`src/rtl/op_stack_bank.sv`:
```
// op_stack_bank -- bank of NCH independent LIFO stacks, one per channel.
//
// Each channel takes its own stack command (NON/PUS/POP/TOP/CLR) and has its
// own registered read port. Read latency is one cycle. There is no stall: a
// new command can be issued on every channel in every cycle.
//
// Optional build macro: OP_STACK_GUARD_EN
//   defined   : misuse (push when full, pop/top when empty) is ignored,
//               drops rvalid and sets a sticky err that clears on CLR/Reset.
//   undefined : err is tied 0. A push when full overwrites the top slot,
//               and a pop/top when empty returns 0 with rvalid=1.
//
// Ports (channel c owns slice c of every bus):
//   Clock  - rising-edge clock
//   Reset  - synchronous, active-high; wins over any command
//   cmd    - NCH*`SC_N  per-channel command (unknown codes act as NON)
//   wdata  - NCH*WIDTH  push data
//   rdata  - NCH*WIDTH  registered top-of-stack result
//   rvalid - NCH        rdata updated by the previous command
//   empty  - NCH        count == 0
//   full   - NCH        count == DEPTH
//   count  - NCH*(AW+1) occupancy
//   err    - NCH        sticky misuse flag

`ifndef SC_N
`define SC_N   3
`define SC_NON 3'd0
`define SC_PUS 3'd1
`define SC_POP 3'd2
`define SC_TOP 3'd3
`define SC_CLR 3'd4
`endif

module op_stack_lane #(
    parameter int WIDTH = 8,
    parameter int DEPTH = 16,
    localparam int AW   = $clog2(DEPTH)
) (
    input  logic             Clock,
    input  logic             Reset,
    input  logic [`SC_N-1:0] cmd,
    input  logic [WIDTH-1:0] wdata,
    output logic [WIDTH-1:0] rdata,
    output logic             rvalid,
    output logic             empty,
    output logic             full,
    output logic [AW:0]      count,
    output logic             err
);
    localparam logic [AW:0] CNT_MAX = (AW+1)'(DEPTH);

    logic [WIDTH-1:0] mem [DEPTH];
    logic [AW:0]      cnt_q;
    logic [WIDTH-1:0] rd_q;
    logic             rv_q;
    logic             is_pus, is_pop, is_top, is_clr;
    logic             mem_we;
    logic [AW-1:0]    wr_ptr, rd_ptr;

    assign is_pus = (cmd == `SC_PUS);
    assign is_pop = (cmd == `SC_POP);
    assign is_top = (cmd == `SC_TOP);
    assign is_clr = (cmd == `SC_CLR);

    assign empty  = (cnt_q == '0);
    assign full   = (cnt_q == CNT_MAX);
    assign count  = cnt_q;
    assign rdata  = rd_q;
    assign rvalid = rv_q;

    // Top entry lives at count-1; the read always uses the pre-edge count.
    assign rd_ptr = AW'(cnt_q - 1'b1);
    // When full, the only write that can happen is the overwrite of the top slot.
    assign wr_ptr = full ? AW'(DEPTH - 1) : cnt_q[AW-1:0];

`ifdef OP_STACK_GUARD_EN
    assign mem_we = is_pus && !full;
`else
    assign mem_we = is_pus;
`endif

    // Storage is not reset; a push coinciding with Reset is discarded.
    always_ff @(posedge Clock) begin
        if (!Reset && mem_we)
            mem[wr_ptr] <= wdata;
    end

    always_ff @(posedge Clock) begin
        if (Reset) begin
            cnt_q <= '0;
            rd_q  <= '0;
            rv_q  <= 1'b0;
        end else begin
            rv_q <= 1'b0;
            case (cmd)
                `SC_PUS: begin
                    if (!full) begin
                        cnt_q <= cnt_q + 1'b1;
                        rd_q  <= wdata;
                        rv_q  <= 1'b1;
                    end else begin
`ifndef OP_STACK_GUARD_EN
                        rd_q  <= wdata;
                        rv_q  <= 1'b1;
`endif
                    end
                end
                `SC_POP: begin
                    if (!empty) begin
                        rd_q  <= mem[rd_ptr];
                        cnt_q <= cnt_q - 1'b1;
                        rv_q  <= 1'b1;
                    end else begin
`ifndef OP_STACK_GUARD_EN
                        rd_q  <= '0;
                        rv_q  <= 1'b1;
`endif
                    end
                end
                `SC_TOP: begin
                    if (!empty) begin
                        rd_q  <= mem[rd_ptr];
                        rv_q  <= 1'b1;
                    end else begin
`ifndef OP_STACK_GUARD_EN
                        rd_q  <= '0;
                        rv_q  <= 1'b1;
`endif
                    end
                end
                `SC_CLR: cnt_q <= '0;
                default: ;
            endcase
        end
    end

`ifdef OP_STACK_GUARD_EN
    logic misuse;
    logic err_q;

    assign misuse = (is_pus && full) || ((is_pop || is_top) && empty);
    assign err    = err_q;

    always_ff @(posedge Clock) begin
        if (Reset || is_clr)
            err_q <= 1'b0;
        else if (misuse)
            err_q <= 1'b1;
    end
`else
    assign err = 1'b0;
`endif

endmodule

module op_stack_bank #(
    parameter int WIDTH = 8,
    parameter int DEPTH = 16,
    parameter int NCH   = 2,
    localparam int AW   = $clog2(DEPTH)
) (
    input  logic                   Clock,
    input  logic                   Reset,
    input  logic [NCH*`SC_N-1:0]   cmd,
    input  logic [NCH*WIDTH-1:0]   wdata,
    output logic [NCH*WIDTH-1:0]   rdata,
    output logic [NCH-1:0]         rvalid,
    output logic [NCH-1:0]         empty,
    output logic [NCH-1:0]         full,
    output logic [NCH*(AW+1)-1:0]  count,
    output logic [NCH-1:0]         err
);
    for (genvar c = 0; c < NCH; c++) begin : g_ch
        op_stack_lane #(
            .WIDTH (WIDTH),
            .DEPTH (DEPTH)
        ) u_lane (
            .Clock  (Clock),
            .Reset  (Reset),
            .cmd    (cmd[c*`SC_N +: `SC_N]),
            .wdata  (wdata[c*WIDTH +: WIDTH]),
            .rdata  (rdata[c*WIDTH +: WIDTH]),
            .rvalid (rvalid[c]),
            .empty  (empty[c]),
            .full   (full[c]),
            .count  (count[c*(AW+1) +: (AW+1)]),
            .err    (err[c])
        );
    end

endmodule

```
`config.mk`:
```
export PLATFORM = sky130hd
export DESIGN_NAME = op_stack_bank
export DESIGN_NICKNAME = d
export VERILOG_FILES = /design/src/rtl/op_stack_bank.sv
export SDC_FILE = /design/constraint.sdc
export NUM_CORES = 1
export LEC_CHECK = 0
export ABC_AREA = 1
export BUFFER_PORTS_ARGS = -buffer_cell sky130_fd_sc_hd__buf_2
export CELL_PAD_IN_SITES_DETAIL_PLACEMENT = 0
export CELL_PAD_IN_SITES_GLOBAL_PLACEMENT = 2
export CORE_MARGIN = 1.5
export CORE_UTILIZATION = 28
export DETAILED_ROUTE_END_ITERATION = 7
export PLACE_DENSITY_LB_ADDON = 0.1
export SLEW_MARGIN = 20
export SYNTH_ARGS = -nofsm -noshare
export SYNTH_HDL_FRONTEND = slang
export SYNTH_SLANG_ARGS = --single-unit
export TNS_END_PERCENT = 100
```
`constraint.sdc`:
```
create_clock -name Clock -period 2.8 [get_ports Clock]
set_input_delay 0.28 -clock Clock [delete_from_list [all_inputs] [get_ports Clock]]
set_output_delay 0.28 -clock Clock [all_outputs]
set_load 0.03 [all_outputs]
```
==> summary.txt <==
Synthesis
  • Post-Synthesis Mean Instance Area: 10.85 µm²
  • Total of warnings raised by yosys: 0
  • Number of synthesized flops with an enable pin: 256
  • Count of distinct cell types in the synthesized netlist: 31
  • Top cell type by total area after synthesis: sky130_fd_sc_hd__edfxtp_1
  • Multiplexer area fraction after synthesis: 0%
  • Compound-Gate Fraction of Synth Area: 3.342%
  • Synth Cell Area: 12210 µm²
  • Top cells by area in the synthesized netlist: sky130_fd_sc_hd__edfxtp_1 (63%), sky130_fd_sc_hd__nand3_1 (9.9%), sky130_fd_sc_hd__nand2_1 (9.5%)
  • Xor/xnor share of the synthesized area: 0.8919%
  • Synthesis-stage register bit count: 284
  • Main combinational cell family by area after synthesis: simple AND/OR/NAND/NOR gates
  • Share of synthesized area occupied by flip-flops and latches: 67.58%
  • Post-synthesis instance total: 1125
  • Simple-gate share of the synthesized area: 22.86%
  • Area share of the largest cell type after synthesis: 62.98%
  • Most instantiated flip-flop cell in the synthesis netlist: sky130_fd_sc_hd__edfxtp_1
  • Post-synthesis adder-cell area fraction: 0.4100%
  • Asr flop ratio synth: 0%

CTS
  • TritonCTS buffer count: 34
  • Cts-stage hold buffer count: 0
  • Clock latency on the worst-skew pair: 0.53 ns
  • Total of cells resized after clock tree synthesis: 0
  • Maximum count of clock buffers along a single path: 3
  • CTS tree: done
  • Sinks on Clock Net: 284
  • Clock transition time at the flip-flop clock pins of the worst setup and hold paths: 0.05 ns
  • Post-CTS setup-driven buffer insertion count: 0
  • Number of levels in the clock H-tree: 2
  • Clock root buffer master: sky130_fd_sc_hd__clkbuf_16

Setup path
  • Data required time of the worst path: 2.52 ns
  • Endpoint class of the critical path: output port
  • Maximum fanout along the worst path: 37
  • Startpoint kind of the worst setup timing path: flip-flop
  • Setup Crit Path Kind: flip-flop to output port
  • Data arrival time at the worst-slack endpoint: 2.07 ns

Place
  • Number of placed instances, taps included: 1757
  • Post-placement setup slack: 0.5125 ns
  • Weighted congestion reported at the end of routability-driven placement: 0.7732
  • DPL Wire Length: 23710 µm
  • I/O Buffers: 55

Job
  • MaxCap Viol Count: 0

Pwr
  • Pwr Density: 727.9 nW/µm²
  • Worst VDD drop: 0.4657 mV
  • Pwr Total: 10.42 mW
  • Reported leakage power: 5.319 nW

Layout
  • Final #Nets: 1236
  • Filler cell count in the final layout: 4368
  • Final non-filler cell total: 1816
  • Ratio of cells with drive above 1 in the final layout: 17.22%
  • Antenna diode count: 0
  • Utilization after layout: 33.22%
  • Area overhead of the layout relative to synthesis: 17.23%

Timing
  • Post-route minimum period: 2.351 ns
  • Peak clock frequency supported by timing: 0.4253 GHz
  • Final worst clock skew: 0.01360 ns
  • Slew at the pin closest to its max-slew limit: 0.8623 ns
  • Headroom to the max-slew limit: 42.51%
  • Hold Violations, Final: 0
  • Setup repair after global routing missed its margin: no
  • Setup Total Neg Slack: 0 ns
  • Final setup violation count: 0
  • Final Worst Setup Slack: 0.4486 ns
  • Final slew viol count: 0
  • Final period utilization: 83.98%

Outcome
  • Run status: finished clean

Global routing
  • Wire length of the first global-routing pass: 56700 µm
  • Via count of the first global-routing pass: 8471
  • Global router's overall resource usage: 17.27%
  • Pin count of the biggest net entering global routing: 70
  • Number of antenna violations at the first check in global routing: 0
  • GR Overflow Total: 0

Route
  • DRT iter0 DRCs: 502
  • Post-route ant nets: 0
  • Drc violations: 0
  • Total via count after detailed routing: 8382
  • Drt first pass iters: 5
  • Post-DR vias/cell: 4.616
  • Post-detailed-route wirelength per cell: 20.62 µm
  • Final Routed Wirelength: 37450 µm

Floorplan
  • Vert. Die Dim: 211.8 µm
  • Die extent in x: 211.8 µm
  • Area of the die: 44850 µm²
  • Site row count: 76
  • Starting Density: 28.33%
  • I/O pin count: 58
  • Core Footprint: 43080 µm²

Min path
  • Min-delay worst type: primary input to flip-flop
[cell usage after synthesis (7+ instances only)]
| library cell | instances |
|---|---|
| sky130_fd_sc_hd__nand2_1 | 310 |
| sky130_fd_sc_hd__edfxtp_1 | 256 |
| sky130_fd_sc_hd__nand3_1 | 242 |
| sky130_fd_sc_hd__inv_1 | 44 |
| sky130_fd_sc_hd__nor2_1 | 40 |
| sky130_fd_sc_hd__o21ai_0 | 38 |
| sky130_fd_sc_hd__dfxtp_1 | 28 |
| sky130_fd_sc_hd__inv_2 | 22 |
| sky130_fd_sc_hd__a21oi_1 | 21 |
| sky130_fd_sc_hd__buf_2 | 21 |
| sky130_fd_sc_hd__buf_4 | 17 |
| sky130_fd_sc_hd__clkbuf_1 | 14 |
| sky130_fd_sc_hd__nand3_2 | 14 |
| sky130_fd_sc_hd__a21oi_2 | 7 |
[registers in the layout, indices dropped and copies added, names as in the netlist]
signal              cells
g_ch.u_lane.count      10
g_ch.u_lane.mem       256
g_ch.u_lane.rdata      16
g_ch.u_lane.rvalid      2
[critical path, cell delays in order, from the launching register on]
cell                      delay (ns)
sky130_fd_sc_hd__dfxtp_2        0.35
sky130_fd_sc_hd__buf_4          0.41
sky130_fd_sc_hd__buf_4          0.49
sky130_fd_sc_hd__buf_2          0.28
[final timing paths]
check                                                     startpoint                              endpoint  slack (ns)  cells after the start
worst max register to register  g_ch[1].u_lane.count[1]$_SDFFE_PP0P_   g_ch[1].u_lane.mem[15][1]$_DFFE_PP_        0.52                     10
worst min-delay path                                           Reset  g_ch[1].u_lane.count[0]$_SDFFE_PP0P_        0.12                      2
worst max-delay path            g_ch[1].u_lane.count[0]$_SDFFE_PP0P_                              count[5]        0.45                      3
worst min register to register  g_ch[1].u_lane.count[4]$_SDFFE_PP0P_  g_ch[1].u_lane.count[4]$_SDFFE_PP0P_        0.55                      2
[cell type report]
class / instances / area (µm²) / area share [%]
Sequential cell: 284 / 8250 / 57.66
Multi-Input combinational cell: 715 / 3364 / 23.51
Clock buffer: 46 / 905.9 / 6.331
Tap cell: 585 / 732.0 / 5.115
Timing Repair Buffer: 107 / 678.2 / 4.739
Inverter: 66 / 247.7 / 1.731
Clock inverter: 13 / 130.1 / 0.9094
[placed cells by master, fill, tap and decap left out, drive strengths merged]
cell type and count:
o21ai 45, o22ai 2, inv 68, dfxtp 28, clkbuf 46, nand2 315, edfxtp 256, nor3 7
nor2 46, bufinv 2, nand4 1, xnor2 3, buf 107, clkinvlp 1, ha 4, xor2 6
clkinv 8, a21oi 28, conb 2, nand3 256
[per-layer routing]
metal	share of wire (%)	global-route usage, %	vias up
met3	3.1	2.403	47
met1	53	26.33	4145
li1	-	-	4057
met4	1.7	3.941	0
met5	0	0	-
met2	43	25.73	133
[report_power, final]
| part | switching (mW) | internal [mW] |
|---|---|---|
| registers | 0.0362 | 4.66 |
| logic | 1.12 | 0.400 |
| clock network | 1.74 | 2.46 |
[cells by family (layout without fill, tap and decap cells)]
logic type | after synthesis | after routing
xor gates and xnor gates | 9 | 9
buffers and inverters | 127 | 232
adders and majority gates | 4 | 4
other | 1 | 2
DFF | 284 | 284
and+or+nand+nor | 625 | 625
AOI/OAI and AO/OA | 75 | 75
[per-stage QoR]
step | cell area, µm² | hold WS (ns)
floorplan | 12210 | 0.3789
global placement | 13270 | 0.5450
detailed placement | 13270 | 0.5511
CTS | 14310 | 0.1111
global route | 14310 | 0.1359
finish | 14310 | 0.1225
No activity file was read; power rests on OpenSTA's default activity.
